==> src/rtl/coeff_load_sequencer.sv <==
// coeff_load_sequencer: loads a coefficient set into the FIR datapath over the modwait handshake, with abort and watchdog
module coeff_load_sequencer #(
  parameter int NUM_COEFFS     = 4,
  parameter int IDX_W          = $clog2(NUM_COEFFS),
  parameter int TIMEOUT_CYCLES = 16
) (
  input  logic             clk,
  input  logic             n_rst,
  input  logic             new_coefficient_set,
  input  logic             modwait,
  output logic             load_coeff,
  output logic [IDX_W-1:0] coefficient_num,
  output logic             clear_new_coeff,
  output logic             busy,
  output logic             err_timeout
);
  localparam int CNT_W = $clog2(TIMEOUT_CYCLES + 1);
  localparam logic [IDX_W-1:0] LAST_IDX = IDX_W'(NUM_COEFFS - 1);
  localparam logic [CNT_W-1:0] CNT_LAST = CNT_W'(TIMEOUT_CYCLES - 1);
  localparam logic [2:0] IDLE      = 3'd0;
  localparam logic [2:0] LOAD      = 3'd1;
  localparam logic [2:0] WAIT_BUSY = 3'd2;
  localparam logic [2:0] WAIT_IDLE = 3'd3;
  localparam logic [2:0] DONE      = 3'd4;
  localparam logic [2:0] ERROR     = 3'd5;

  logic [2:0]       state, state_n;
  logic [IDX_W-1:0] idx, idx_n;
  logic [CNT_W-1:0] cnt, cnt_n;
  logic             err, err_n;

  // next-state logic; a withdrawn request beats any advance or timeout
  always_comb begin
    state_n = state;
    idx_n   = idx;
    cnt_n   = cnt;
    err_n   = err;
    case (state)
      IDLE: if (new_coefficient_set && !modwait) begin
        state_n = LOAD;
        idx_n   = '0;
        err_n   = 1'b0;
      end
      LOAD: begin
        cnt_n   = '0;
        state_n = new_coefficient_set ? WAIT_BUSY : IDLE;
        idx_n   = new_coefficient_set ? idx : '0;
      end
      WAIT_BUSY: if (!new_coefficient_set) begin
        state_n = IDLE;
        idx_n   = '0;
      end else if (modwait) begin
        state_n = WAIT_IDLE;
      end else if (cnt == CNT_LAST) begin
        state_n = ERROR;
        err_n   = 1'b1;
      end else begin
        cnt_n = cnt + 1'b1;
      end
      WAIT_IDLE: if (!new_coefficient_set) begin
        state_n = IDLE;
        idx_n   = '0;
      end else if (!modwait) begin
        state_n = (idx == LAST_IDX) ? DONE : LOAD;
        idx_n   = (idx == LAST_IDX) ? idx : idx + 1'b1;
      end
      DONE: begin
        state_n = IDLE;
        idx_n   = '0;
      end
      ERROR: if (!new_coefficient_set) begin
        state_n = IDLE;
        idx_n   = '0;
      end
      default: begin
        state_n = IDLE;
        idx_n   = '0;
      end
    endcase
  end

  // state, index, watchdog counter and sticky error registers
  always_ff @(posedge clk or negedge n_rst) begin
    if (!n_rst) begin
      state <= IDLE;
      idx   <= '0;
      cnt   <= '0;
      err   <= 1'b0;
    end else begin
      state <= state_n;
      idx   <= idx_n;
      cnt   <= cnt_n;
      err   <= err_n;
    end
  end

  assign load_coeff      = state == LOAD;
  assign clear_new_coeff = state == DONE;
  assign busy            = state != IDLE;
  assign coefficient_num = idx;
  assign err_timeout     = err;
endmodule

==> config.mk <==
export PLATFORM = sky130hd
export DESIGN_NAME = coeff_load_sequencer
export DESIGN_NICKNAME = d
export VERILOG_FILES = /design/src/rtl/coeff_load_sequencer.sv
export SDC_FILE = /design/constraint.sdc
export NUM_CORES = 1
export LEC_CHECK = 0
export CORE_MARGIN = 2
export CORE_UTILIZATION = 31
export CTS_CLUSTER_SIZE = 28
export DETAILED_ROUTE_END_ITERATION = 8
export GPL_ROUTABILITY_DRIVEN = 0
export PLACE_DENSITY = 0.56
export SLEW_MARGIN = 10
export SYNTH_ARGS = -nofsm -noshare
export SYNTH_HDL_FRONTEND = slang
export SYNTH_SLANG_ARGS = --single-unit
==> constraint.sdc <==
create_clock -name clk -period 2.3 [get_ports clk]
set_clock_uncertainty 0.05 [all_clocks]
set_input_delay 0.46 -clock clk [delete_from_list [all_inputs] [get_ports clk]]
set_output_delay 0.46 -clock clk [all_outputs]
set_load 0.005 [all_outputs]
==> results.json <==
{
  "clk_latency_ns": 0.28,
  "setup_viol": 0,
  "worst_r2r_endpoint": "cnt[3]$_DFFE_PN0P_",
  "core_sq_um": 2020,
  "syn-cell-area_sq_um": 683,
  "p_int_mw": 0.334,
  "synth_top_area_share_pct": 40.3,
  "nets": 98,
  "grt_usage_pct": 11.5,
  "hold_violations": 0,
  "start_util_pct": 33.8,
  "min_from": "err_timeout$_DFFE_PN0P_",
  "vias_per_cell": 4.91,
  "r2r_cells": 7,
  "post_cts_buffers": 0,
  "timing.critical_path.from": "state[1]$_DFFE_PN0P_",
  "cts_tree": "done",
  "worstSetupStartpointType": "flip-flop",
  "setup_tns_ns": 0,
  "vias": 575,
  "syn_to_final_growth_pct": 24.7,
  "end_kind": "output pin",
  "max_freq_mhz": 458,
  "fin_total_pwr_mw": 0.465,
  "tightestPinTransition_ns": 0.507,
  "clock-sinks": 11,
  "yosysUniqueCellTypes": 33,
  "p_leak_nw": 0.363,
  "layout_setup_ws_ns": 0.116,
  "crit_arrival_ns": 1.67,
  "synth_flop_cell": "dfrtp_1",
  "r2r_slack_ns": 0.17,
  "layout-drive-gt1-share_pct": 18.9,
  "die_y_um": 50.9,
  "synth_nets": 83,
  "ys_ff_latch": 11,
  "combPwrFrac_pct": 23.5,
  "reg2reg_from": "cnt[0]$_DFFE_PN0P_",
  "avgRoutedWirePerCell_um": 11.5,
  "p_sw_mw": 0.130,
  "hold_slack_ns": 0.454,
  "first_global_vias": 503,
  "rsz0062_at_grt": "no",
  "synth_top_area_cell": "dfrtp_1",
  "synth_area_per_cell_sq_um": 8.99,
  "async_reset_ff_share_pct": 100,
  "die_w_um": 50.9,
  "hold_buffers": 0,
  "overflow": 0,
  "yosys_warnings": 0,
  "seq_area_frac_synth_pct": 40.3,
  "numCtsBuffers": 3,
  "hold_class": "reg2reg",
  "cpMaxStageDelayCell": "clkdlybuf4s50_1",
  "crit_required_ns": 1.79,
  "postSynthCellCount": 76,
  "io_pins": 10,
  "drt_iter0_drc": 4,
  "status": "complete, no violations",
  "maxSlewViolCount": 0,
  "cpPeakStageDelay_ns": 0.50,
  "antenna_left": 0,
  "dpl.hpwl_um": 994,
  "whs_path_depth": 1,
  "endpoint": "load_coeff",
  "antenna_found_initial": 0,
  "synth_edf_count": 0,
  "seq_power_share_pct": 47.0,
  "clockRootBuffer": "clkbuf_4",
  "powerDensity_nw_per_um2": 545,
  "slew_headroom_pct": 66.1,
  "period_needed_ns": 2.18,
  "cts_buffer_depth": 2,
  "dieArea_sq_um": 2600,
  "drc": 0,
  "crit_type": "reg2out",
  "port_buffers": 9,
  "vdd_drop_max_v": 0.000346,
  "wirelength_mm": 1.35,
  "netlist_top_cells_count": "dfrtp_1, inv_1, o21ai_0",
  "clk_pin_slew_ns": 0.07,
  "num_rows": 16,
  "diodes": 0,
  "dp_slack_ns": 0.0333,
  "drv_cap": 0,
  "path_max_fanout": 5,
  "drt_first_pass_iters": 4,
  "synth.most_common_cell": "dfrtp_1",
  "layout_worst_path_cycle_share_pct": 94.9,
  "h-tree-depth": 1,
  "synth.area.top_cells": "dfrtp_1, o21ai_0, ha_1",
  "p_clk_share_pct": 29.5,
  "grt_start_max_net_pins": 14,
  "power.share.switching_pct": 28.1,
  "grt_pass1_wl_mm": 2.17,
  "crit_chain": "nand2b_1, or2_4, inv_1, clkdlybuf4s50_1"
}
[state kept, by name, indices dropped and copies added, names as in the netlist]
register / count
cnt: 5
state: 3
coefficient_num: 2
err_timeout: 1
[power groups by stage]
stage / registers [mW] / clock network (mW) / logic [mW]
after global placement: 0.221 / 0 / 0.108
final: 0.218 / 0.137 / 0.109
after detailed placement: 0.222 / 0 / 0.109
after CTS: 0.219 / 0.142 / 0.109
after global routing: 0.221 / 0.155 / 0.120
after floorplan: 0.221 / 0 / 0.0606
[layout by cell type, fill, tap and decap left out, types with 2 or more instances in the layout]
master           netlist  routed
inv_1                  9       9
clkdlybuf4s50_1        0       9
or2b_1                 2       2
nand3_1                4       4
dfrtp_1               11      10
a31oi_1                2       2
nor2_1                 4       4
clkbuf_4               0       3
or3_1                  2       2
nand2b_1               2       2
o21ai_0                8       8
buf_4                  0       5
and2_2                 2       2
a21oi_1                4       4
ha_1                   3       3
[routing by layer]
layer  up-vias  global-route usage (%)  routed length, um
met5         -                       0                  0
met1       267                    14.4                661
met3         2                    5.26                 54
met2        10                    18.0                622
met4         0                    2.70                 13
li1        296                       -                  -
[worst min path at each step]
stage	endpoint	slack, ns
final	err_timeout$_DFFE_PN0P_	0.45
after global routing	err_timeout$_DFFE_PN0P_	0.48
after CTS	err_timeout$_DFFE_PN0P_	0.46
after detailed placement	err_timeout$_DFFE_PN0P_	0.44
after global placement	cnt[4]$_DFFE_PN0P_	0.44
after floorplan	cnt[0]$_DFFE_PN0P_	0.11
[final cells by class]
class / instances / area, sq um
Clock buffer: 4 / 26.3
Multi-Input combinational cell: 52 / 354
Inverter: 9 / 33.8
Timing Repair Buffer: 14 / 128
Sequential cell: 11 / 277
Fill cell: 204 / 1170
Tap cell: 27 / 33.8
[cells by family (layout without fill, tap and decap cells)]
group / count (synthesis) / in the layout / share of synthesized area (%)
buffers and inverters: 13 / 27 / 8.24
AOI/OAI and AO/OA: 20 / 20 / 17.6
adders and majority gates: 3 / 3 / 5.50
and+or+nand+nor: 28 / 28 / 26.7
DFF: 11 / 11 / 40.3
muxes: 1 / 1 / 1.65
[what timing repair did]
item | 4_1_cts | 5_1_grt
resized for setup | 0 | 2
hold endpoints to repair | 0 | 0
setup endpoints to repair | 0 | 1
[through the flow]
stage	utilization (%)	std cells	cell area, sq um
after floorplan	-	76	683
after global placement	40.7	113	822
after detailed placement	40.7	113	822
after CTS	42.0	117	848
after global routing	42.1	117	852
final	42.1	117	852
[critical path, delay by kind of cell, from the launching register on]
family                 cells  cell delay (ns)
DFF                        1             0.38
and+or+nand+nor            2             0.42
buffers and inverters      2             0.59
Power figures use the tool's default switching activity.
